$ cat config.mk
export PLATFORM = sky130hd
export DESIGN_NAME = alu_seq_112
export DESIGN_NICKNAME = d
export VERILOG_FILES = /design/src/rtl/alu_seq_112_pkg.sv /design/src/rtl/alu_seq_112_alu.sv /design/src/rtl/alu_seq_112.sv
export SDC_FILE = /design/constraint.sdc
export NUM_CORES = 1
export LEC_CHECK = 0
export BUFFER_PORTS_ARGS = -buffer_cell sky130_fd_sc_hd__buf_2
export CELL_PAD_IN_SITES_DETAIL_PLACEMENT = 1
export CELL_PAD_IN_SITES_GLOBAL_PLACEMENT = 1
export CORE_UTILIZATION = 38
export DETAILED_ROUTE_END_ITERATION = 8
export PLACE_DENSITY_LB_ADDON = 0.1
export SYNTH_ARGS = -nofsm -noshare
export SYNTH_HDL_FRONTEND = slang
export SYNTH_SLANG_ARGS = --single-unit
$ cat constraint.sdc
create_clock -name clk -period 4.8 [get_ports clk]
set_clock_uncertainty 0.2 [all_clocks]
set_input_delay 0.48 -clock clk [delete_from_list [all_inputs] [get_ports clk]]
set_output_delay 0.48 -clock clk [all_outputs]
set_load 0.01 [all_outputs]
$ cat src/rtl/alu_seq_112_pkg.sv
// Shared op codes, FSM encodings and helpers for the
// double-width ALU sequencer and its single-word ALU.
package alu_seq_112_pkg;

  localparam logic [2:0] ALU_ADD  = 3'b000;
  localparam logic [2:0] ALU_ADDC = 3'b001;
  localparam logic [2:0] ALU_SUBC = 3'b010;
  localparam logic [2:0] ALU_AND  = 3'b011;
  localparam logic [2:0] ALU_OR   = 3'b100;
  localparam logic [2:0] ALU_XOR  = 3'b101;
  localparam logic [2:0] ALU_NOT  = 3'b110;

  localparam logic [1:0] S_IDLE = 2'd0;
  localparam logic [1:0] S_LO   = 2'd1;
  localparam logic [1:0] S_HI   = 2'd2;
  localparam logic [1:0] S_DONE = 2'd3;

  function automatic logic is_arith(input logic [2:0] op);
    return (op == ALU_ADD) || (op == ALU_ADDC) ||
           (op == ALU_SUBC);
  endfunction

endpackage

$ cat src/rtl/alu_seq_112_alu.sv
// Single-word combinational ALU (alu_112).
// co is carry for adds, borrow for subtract, 0 otherwise.
module alu_112
  import alu_seq_112_pkg::*;
#(
  parameter int WITDH = 32
) (
  input  logic [2:0]       op,
  input  logic [WITDH-1:0] a,
  input  logic [WITDH-1:0] b,
  input  logic             ci,
  output logic [WITDH-1:0] result,
  output logic             co
);

  logic [WITDH:0] cin;
  logic [WITDH:0] sum;
  logic [WITDH:0] diff;

  // plain ADD never consumes ci
  assign cin  = {{WITDH{1'b0}}, (op == ALU_ADD) ? 1'b0 : ci};
  assign sum  = {1'b0, a} + {1'b0, b} + cin;
  assign diff = {1'b0, a} - {1'b0, b} - cin;

  always_comb begin
    result = '0;
    co     = 1'b0;
    case (op)
      ALU_ADD, ALU_ADDC: begin
        result = sum[WITDH-1:0];
        co     = sum[WITDH];
      end
      ALU_SUBC: begin
        result = diff[WITDH-1:0];
        co     = diff[WITDH];
      end
      ALU_AND: result = a & b;
      ALU_OR:  result = a | b;
      ALU_XOR: result = a ^ b;
      ALU_NOT: result = ~a;
      default: begin
        result = '0;
        co     = 1'b0;
      end
    endcase
  end

endmodule

$ cat src/rtl/alu_seq_112.sv
// Double-width ALU sequencer: runs one 2*WITDH op as
// low then high pass through a single alu_112.
module alu_seq_112
  import alu_seq_112_pkg::*;
#(
  parameter int WITDH = 32
) (
  input  logic               clk,
  input  logic               rst,
  input  logic               in_valid,
  output logic               in_ready,
  input  logic [2:0]         in_op,
  input  logic [2*WITDH-1:0] in_a,
  input  logic [2*WITDH-1:0] in_b,
  input  logic               in_ci,
  output logic               out_valid,
  input  logic               out_ready,
  output logic [2*WITDH-1:0] out_result,
  output logic               out_co
);

  logic [1:0]         state;
  logic [2:0]         op_q;
  logic [2*WITDH-1:0] a_q;
  logic [2*WITDH-1:0] b_q;
  logic               ci_q;
  logic               carry_q;
  logic [2*WITDH-1:0] result_q;
  logic               co_q;

  logic [2:0]         alu_op;
  logic [WITDH-1:0]   alu_a;
  logic [WITDH-1:0]   alu_b;
  logic               alu_ci;
  logic [WITDH-1:0]   alu_result;
  logic               alu_co;

  assign in_ready   = (state == S_IDLE);
  assign out_valid  = (state == S_DONE);
  assign out_result = result_q;
  assign out_co     = co_q;

  // high pass turns ADD into ADDC so the low-word carry chains in
  always_comb begin
    alu_a  = a_q[WITDH-1:0];
    alu_b  = b_q[WITDH-1:0];
    alu_op = op_q;
    alu_ci = 1'b0;
    if (state == S_HI) begin
      alu_a = a_q[2*WITDH-1:WITDH];
      alu_b = b_q[2*WITDH-1:WITDH];
      if (op_q == ALU_ADD || op_q == ALU_ADDC) begin
        alu_op = ALU_ADDC;
        alu_ci = carry_q;
      end else if (op_q == ALU_SUBC) begin
        alu_ci = carry_q;
      end
    end else if (op_q == ALU_ADDC || op_q == ALU_SUBC) begin
      alu_ci = ci_q;
    end
  end

  alu_112 #(.WITDH(WITDH)) u_alu (
    .op     (alu_op),
    .a      (alu_a),
    .b      (alu_b),
    .ci     (alu_ci),
    .result (alu_result),
    .co     (alu_co)
  );

  always_ff @(posedge clk) begin
    if (rst) begin
      state    <= S_IDLE;
      op_q     <= '0;
      a_q      <= '0;
      b_q      <= '0;
      ci_q     <= 1'b0;
      carry_q  <= 1'b0;
      result_q <= '0;
      co_q     <= 1'b0;
    end else begin
      case (state)
        S_IDLE: begin
          if (in_valid) begin
            op_q  <= in_op;
            a_q   <= in_a;
            b_q   <= in_b;
            ci_q  <= in_ci;
            state <= S_LO;
          end
        end
        S_LO: begin
          result_q[WITDH-1:0] <= alu_result;
          carry_q             <= alu_co;
          state               <= S_HI;
        end
        S_HI: begin
          result_q[2*WITDH-1:WITDH] <= alu_result;
          co_q  <= is_arith(op_q) & alu_co;
          state <= S_DONE;
        end
        S_DONE: begin
          if (out_ready) state <= S_IDLE;
        end
        default: state <= S_IDLE;
      endcase
    end
  end

endmodule

Word-level counts from Yosys, hierarchy flattened
Index checks and enable logic that the tools add are counted.
{ "totals": {"register_bits": 200, "inputBits": 136, "output_inout_bits": 67, "wordCells": 54} }
{ "op_classes": {"addsub": 4, "n_eq_ne": 13, "n_mux": 14, "n_bitwise": 5, "n_reduce_logical": 9} }
{ "op_table": {"columns": ["op", "n"], "rows": [
  ["$pmux 32 s6", 1],
  ["$mux 32", 2],
  ["$add 32x32->33", 1],
  ["$add 33x1->33", 1],
  ["$sub 32x32->33", 1],
  ["$sub 33x1->33", 1],
  ["$and 32x32->32", 1],
  ["$not 32->32", 1],
  ["$or 32x32->32", 1],
  ["$xor 32x32->32", 1],
  ["$eq 3x2->1 const B", 3],
  ["$eq 3x3->1 const B", 3],
  ["$pmux 2 s4", 1],
  ["$eq 3x1->1 const B", 2],
  ["$logic_not 3->1", 2],
  ["$mux 3", 2],
  ["$mux 1", 5],
  ["$eq 2x2->1 const B", 2],
  ["$mux 2", 2],
  ["$reduce_and 2->1", 2],
  ["$logic_or 1x1->1", 3],
  ["$eq 2x1->1 const B", 1],
  ["$logic_not 2->1", 1],
  ["$ne 2x1->1 const B", 1],
  ["4 further kinds", 4]
]} }

Logic depth before layout (Yosys ltp)
{ "logic_depth": {"ltp_word": 9, "depth_mapped": 22, "ltp_nobuf": 17} }

Hierarchy
A second synthesis with hierarchy kept.
{ "unflattened": {"hier_cells": 1720, "hier_area_um2": 13524.2} }
{ "by_module_without_submodules": {"columns": ["module", "instances", "cells_each", "area_each_um2"], "rows": [
  ["alu_seq_112", 1, 885, 7826.3],
  ["alu_112", 1, 835, 5698.0]
]} }

Worst setup path after synthesis
Ideal clock, no wire load.
{ "synth_path": {"path_kind": "reg-to-reg", "startpoint": "reg state[0]", "endpoint": "reg result_q[58], in the netlist out_result[58]", "t_arrival_ps": 4851, "required_ps": 4462, "slack_ps": -389, "stages_incl_launch_ff": 20, "path_cell_list": "dfxtp_1 -> inv_1 -> ha_1 -> buf_4 -> clkbuf_1 -> clkbuf_1 -> clkbuf_1 -> mux2i_1 -> inv_1 -> fa_1 -> fa_1 -> a21oi_1 -> o22ai_1 -> o21ai_0 -> o21bai_1 -> a221oi_1 -> o41ai_1 -> a211o_1 -> a22oi_1 -> a211oi_1"} }
{ "synth_via": {"elab_chain_cells": 6} }
{ "synth_rtl": {"columns": ["element", "line_no", "source"], "rows": [
  ["start, declared", "alu_seq_112.sv:22", "logic [1:0] state;"],
  ["start signal, assigned", "alu_seq_112.sv:74", "state <= S_IDLE;"],
  ["start signal, assigned", "alu_seq_112.sv:90", "state <= S_LO;"],
  ["start signal, assigned", "alu_seq_112.sv:96", "state <= S_HI;"],
  ["$eq 2x2->1 *", "alu_seq_112.sv:49, alu_seq_112.sv:83", null],
  ["parallel branches: the longest is 5 deep, another holds $sub 32x32->33", null, null],
  ["end signal, assigned by index", "alu_seq_112.sv:94", "result_q[WITDH-1:0] <= alu_result;"],
  ["end signal, assigned by index", "alu_seq_112.sv:99", "result_q[2*WITDH-1:WITDH] <= alu_result;"],
  ["end, declared", "alu_seq_112.sv:28", "logic [2*WITDH-1:0] result_q;"]
]} }
Every way passes the cells marked *.
A chain may end at the register's enable or synchronous reset.

Final worst setup path
{ "layout_path": {"startpoint": "reg state[0]", "endpoint": "reg result_q[61], in the netlist out_result[61]"} }
Same word-level chain as after synthesis.

==> flow_summary.rst <==
.. list-table::
   :header-rows: 1

   * - Metric
     - Value
   * - Worst setup slack for register-to-register paths
     - 0.22 ns
   * - Number of inserted diodes
     - 0
   * - Register-to-Register Path Depth
     - 15
   * - Reg2Reg Launch Point
     - state[0]
   * - Final Net Count
     - 2209
   * - Count of filler cells inserted in the layout
     - 4388
   * - Clock-pin slew reported for the worst setup and hold paths after clock tree synthesis
     - 0.09 ns
   * - Part of the power in registers
     - 0.210
   * - Unique masters post-synth
     - 71
   * - Type of the most critical hold path
     - input port to flip-flop
   * - Highest routing layer actually used
     - met4
   * - RSZ-0062 raised after global routing
     - yes
   * - Critical path required time
     - 4.96 ns
   * - Die outline area
     - 0.0359 mm²
   * - Compound-gate portion of the synthesized area
     - 0.248
   * - Highest fanout seen on the critical path
     - 20
   * - Most area-hungry cell type in the Yosys netlist
     - dfxtp_1
   * - Area after DPL
     - 0.0150 mm²
   * - Synth Instances
     - 1779
   * - Routed wirelength normalized by instance count
     - 20.4 µm
   * - Avg Vias per Cell
     - 5.50
   * - Maximum ir drop on the vdd rail
     - 0.312 mV
   * - Maximum number of pins on one net before global-route repair
     - 105
   * - Vias in the first global route
     - 12900
   * - Post-synthesis area per instance
     - 7.52 µm²
   * - Die Width
     - 190 µm
   * - Number of search-and-repair iterations in the first detailed-routing pass
     - 8
   * - Share of the clock period used by the worst path
     - 0.954
   * - Total area of multi-input combinational cells
     - 0.00855 mm²
   * - Total number of clock tree sinks
     - 200
   * - Pleak
     - 6.94 nW
   * - Storage element area
     - 0.00401 mm²
   * - Buffers on Ports
     - 202
   * - Summed instance area of the synthesized netlist
     - 0.0134 mm²
   * - Core outline area
     - 0.0345 mm²
   * - Area fraction in and, or, nand and nor cells after synthesis
     - 0.177
   * - Met3 routed wirelength
     - 2690 µm
   * - Clock latency of the later-clocked register in the worst-skew pair
     - 0.47 ns
   * - Max Clk Rate
     - 218 MHz
   * - Share of the synthesized area in the top cell type
     - 0.299
   * - Max-capacitance violation count
     - 0
   * - Sequential fraction of the synthesis area
     - 0.299
   * - Initial cell density of the core
     - 0.387
   * - Max Buffers Root-to-Sink
     - 2
   * - # rows
     - 68
   * - Largest family of logic cells by synthesized area
     - compound AO/OA/AOI/OAI gates
   * - CTS H-tree lvls
     - 4
   * - Portion of netlist area occupied by mux cells
     - 0.0542
   * - Xor/xnor cell area share of the yosys netlist
     - 0.0288
   * - HPWL Detailed
     - 38000 µm
   * - Cell Pwr Density
     - 730 mW/mm²
   * - Result of the run
     - completed
   * - Tmin final
     - 4.58 ns
   * - Nets in the synthesized netlist
     - 2047
   * - Die height
     - 190 µm
   * - Signed area change from the synthesized netlist to the final layout
     - 17.2%
   * - Category of the worst setup path capture point
     - flip-flop
   * - Wire length of the first global-routing pass
     - 75100 µm
   * - Net Switching
     - 0.00572 W
   * - Overall routing resource usage
     - 0.272
   * - DRC violation count after routing
     - 0
   * - Number of enable-type register cells in the synthesized netlist
     - 0
   * - Kind of critical path
     - flip-flop to flip-flop
   * - TritonCTS clock tree
     - yes
   * - Final weighted congestion in routability-driven placement
     - 0.945
   * - Final Instance Count excl. Fillers
     - 2409
   * - Overall power
     - 0.0114 W
   * - Starting DRT DRC Count
     - 746
   * - WP data arrival
     - 4.74 ns
   * - Routed length on met2
     - 20400 µm
   * - Post-Synth Adder-Cell Area
     - 0.126
   * - Share of synthesized registers carrying an async set or reset
     - 0
   * - Drt total wl
     - 49100 µm
   * - Gate power share
     - 0.656
   * - Fraction of power consumed by the clock network
     - 0.134
   * - Fraction of layout cells with a size suffix above 1
     - 0.170
   * - Final instance area
     - 0.0157 mm²
   * - Met1 routed wirelength after detailed routing
     - 25000 µm
   * - Main synth FF type
     - dfxtp_1
   * - Number of primary I/O pins
     - 203
   * - Synthesis-stage register bit count
     - 200
   * - CTS buffer count
     - 17
   * - Number of antenna violations at the first check in global routing
     - 0
   * - Placed cell count
     - 2373
   * - Internal cell power
     - 0.00572 W
   * - Critical Path Source Type
     - flip-flop
   * - Final Hold Fails
     - 0
   * - Critical R2R Capture
     - out_result[61]
   * - Synth warnings
     - 0
   * - Hold Path Depth
     - 3
   * - Buffer type at the clock tree root
     - clkbuf_16
   * - Switch share
     - 0.500
   * - Number of max-slew violations in the final report
     - 0
   * - Relative max-transition margin
     - 0.206
   * - Routed via count
     - 13200
   * - Worst-case hold path end point
     - a_q[20]
   * - Leading cell types by total area after synthesis
     - dfxtp_1 (30%), ha_1 (12%), nand2_1 (10%)
   * - Post-detailed-route count of antenna-violating nets
     - 0
   * - Setup violations, final
     - 0
   * - Start point of the worst min-delay path
     - in_a[20]
   * - Residual overflow from global routing
     - 0
   * - Slew at the pin closest to its max-slew limit
     - 1.19 ns
## cell usage after synthesis (14+ instances only)
master / number
inv_1: 115
mux2i_1: 63
a211oi_1: 70
a21o_1: 27
nor3_1: 20
nor2_1: 121
ha_1: 128
dfxtp_1: 200
nand4_1: 14
xnor2_1: 27
xor2_1: 17
nand2_1: 356
clkbuf_1: 105
o21ai_0: 81
a21oi_1: 218
a221oi_1: 14
## through the flow
| step | util | setup slack (ns) | hold slack [ns] | setup TNS, ns |
|---|---|---|---|---|
| detailed placement | 0.434 | -0.0285 | 0.248 | -0.0364 |
| global placement | 0.434 | 0.142 | 0.243 | 0 |
| CTS | 0.452 | 0.0363 | 0.0155 | 0 |
| floorplan | - | 0.0379 | 0.233 | 0 |
| global route | 0.454 | -0.0356 | 0.0361 | -0.0590 |
| finish | 0.454 | 0.219 | 0.0396 | 0 |
## flip-flops by register name, summed over array words and instances, names as in the netlist
name / cells
a_q: 64
b_q: 64
carry_q: 1
ci_q: 1
op_q: 3
out_co: 1
out_result: 64
state: 2
## cells in the final DEF (no fill, tap or decap), drive strengths merged, types with 17 or more instances in the layout
| cell type | count |
|---|---|
| xnor2 | 27 |
| dfxtp | 200 |
| buf | 263 |
| nand2 | 356 |
| o21ai | 86 |
| clkbuf | 17 |
| mux2i | 63 |
| ha | 128 |
| a21oi | 218 |
| inv | 122 |
| nor3 | 20 |
| a21o | 27 |
| nor2 | 122 |
| a211oi | 71 |
| xor2 | 17 |
## how the worst max path moves through the flow
stage                          end  slack [ns]     start
floorplan           out_result[58]        0.04  state[0]
global placement           carry_q        0.14  state[0]
detailed placement          out_co       -0.03  state[0]
CTS                 out_result[58]        0.04  state[0]
global route        out_result[61]       -0.04  state[0]
finish              out_result[61]        0.22  state[0]
## layer usage
| layer | GRT usage | up-vias |
|---|---|---|
| li1 | - | 6489 |
| met1 | 0.404 | 6333 |
| met2 | 0.399 | 363 |
| met3 | 0.0422 | 58 |
| met4 | 0.0819 | 0 |
| met5 | 0 | - |
## worst max-delay path, stage by stage (launching register included)
cell	delay, ns
dfxtp_1	0.35
inv_1	0.13
ha_4	0.29
buf_12	0.24
mux2i_2	0.35
ha_1	0.37
ha_1	0.41
o21ai_0	0.18
a211oi_2	0.32
a311oi_4	0.10
or4_1	0.59
and3_1	0.21
o221a_1	0.21
xnor2_1	0.13
nand2_1	0.09
a311oi_1	0.28
## cell families (layout without fill, tap and decap cells)
kind of cell | Yosys count | in the layout
and+or+nand+nor | 572 | 572
AOI/OAI and AO/OA | 525 | 525
buffers and inverters | 235 | 410
DFF | 200 | 200
adders and majority gates | 132 | 132
muxes | 71 | 71
xor gates and xnor gates | 44 | 44
## power by group through the flow
stage | Combinational, W | Clock, W | Sequential (W)
floorplan | 0.00496 | 0 | 0.00246
global placement | 0.00723 | 0 | 0.00242
detailed placement | 0.00735 | 0 | 0.00244
CTS | 0.00739 | 0.00157 | 0.00240
global route | 0.00818 | 0.00163 | 0.00245
finish | 0.00751 | 0.00154 | 0.00240
## layout make-up
| type | instances | area share |
|---|---|---|
| clock inverters | 15 | 0.0119 |
| multi-input cells | 1344 | 0.546 |
| repair buffers | 263 | 0.0958 |
| inverters | 115 | 0.0276 |
| flip-flops and latches | 200 | 0.256 |
| clock buffers | 17 | 0.0272 |
| well taps | 455 | 0.0363 |
## timing repair
item | in CTS | in global routing
endpoints found under the setup margin | 2 | 28
hold buffers | 0 | 0
resized for setup | 0 | 13
pin swaps | 1 | 3
setup buffers | 1 | 3
Power figures use the tool's default switching activity.
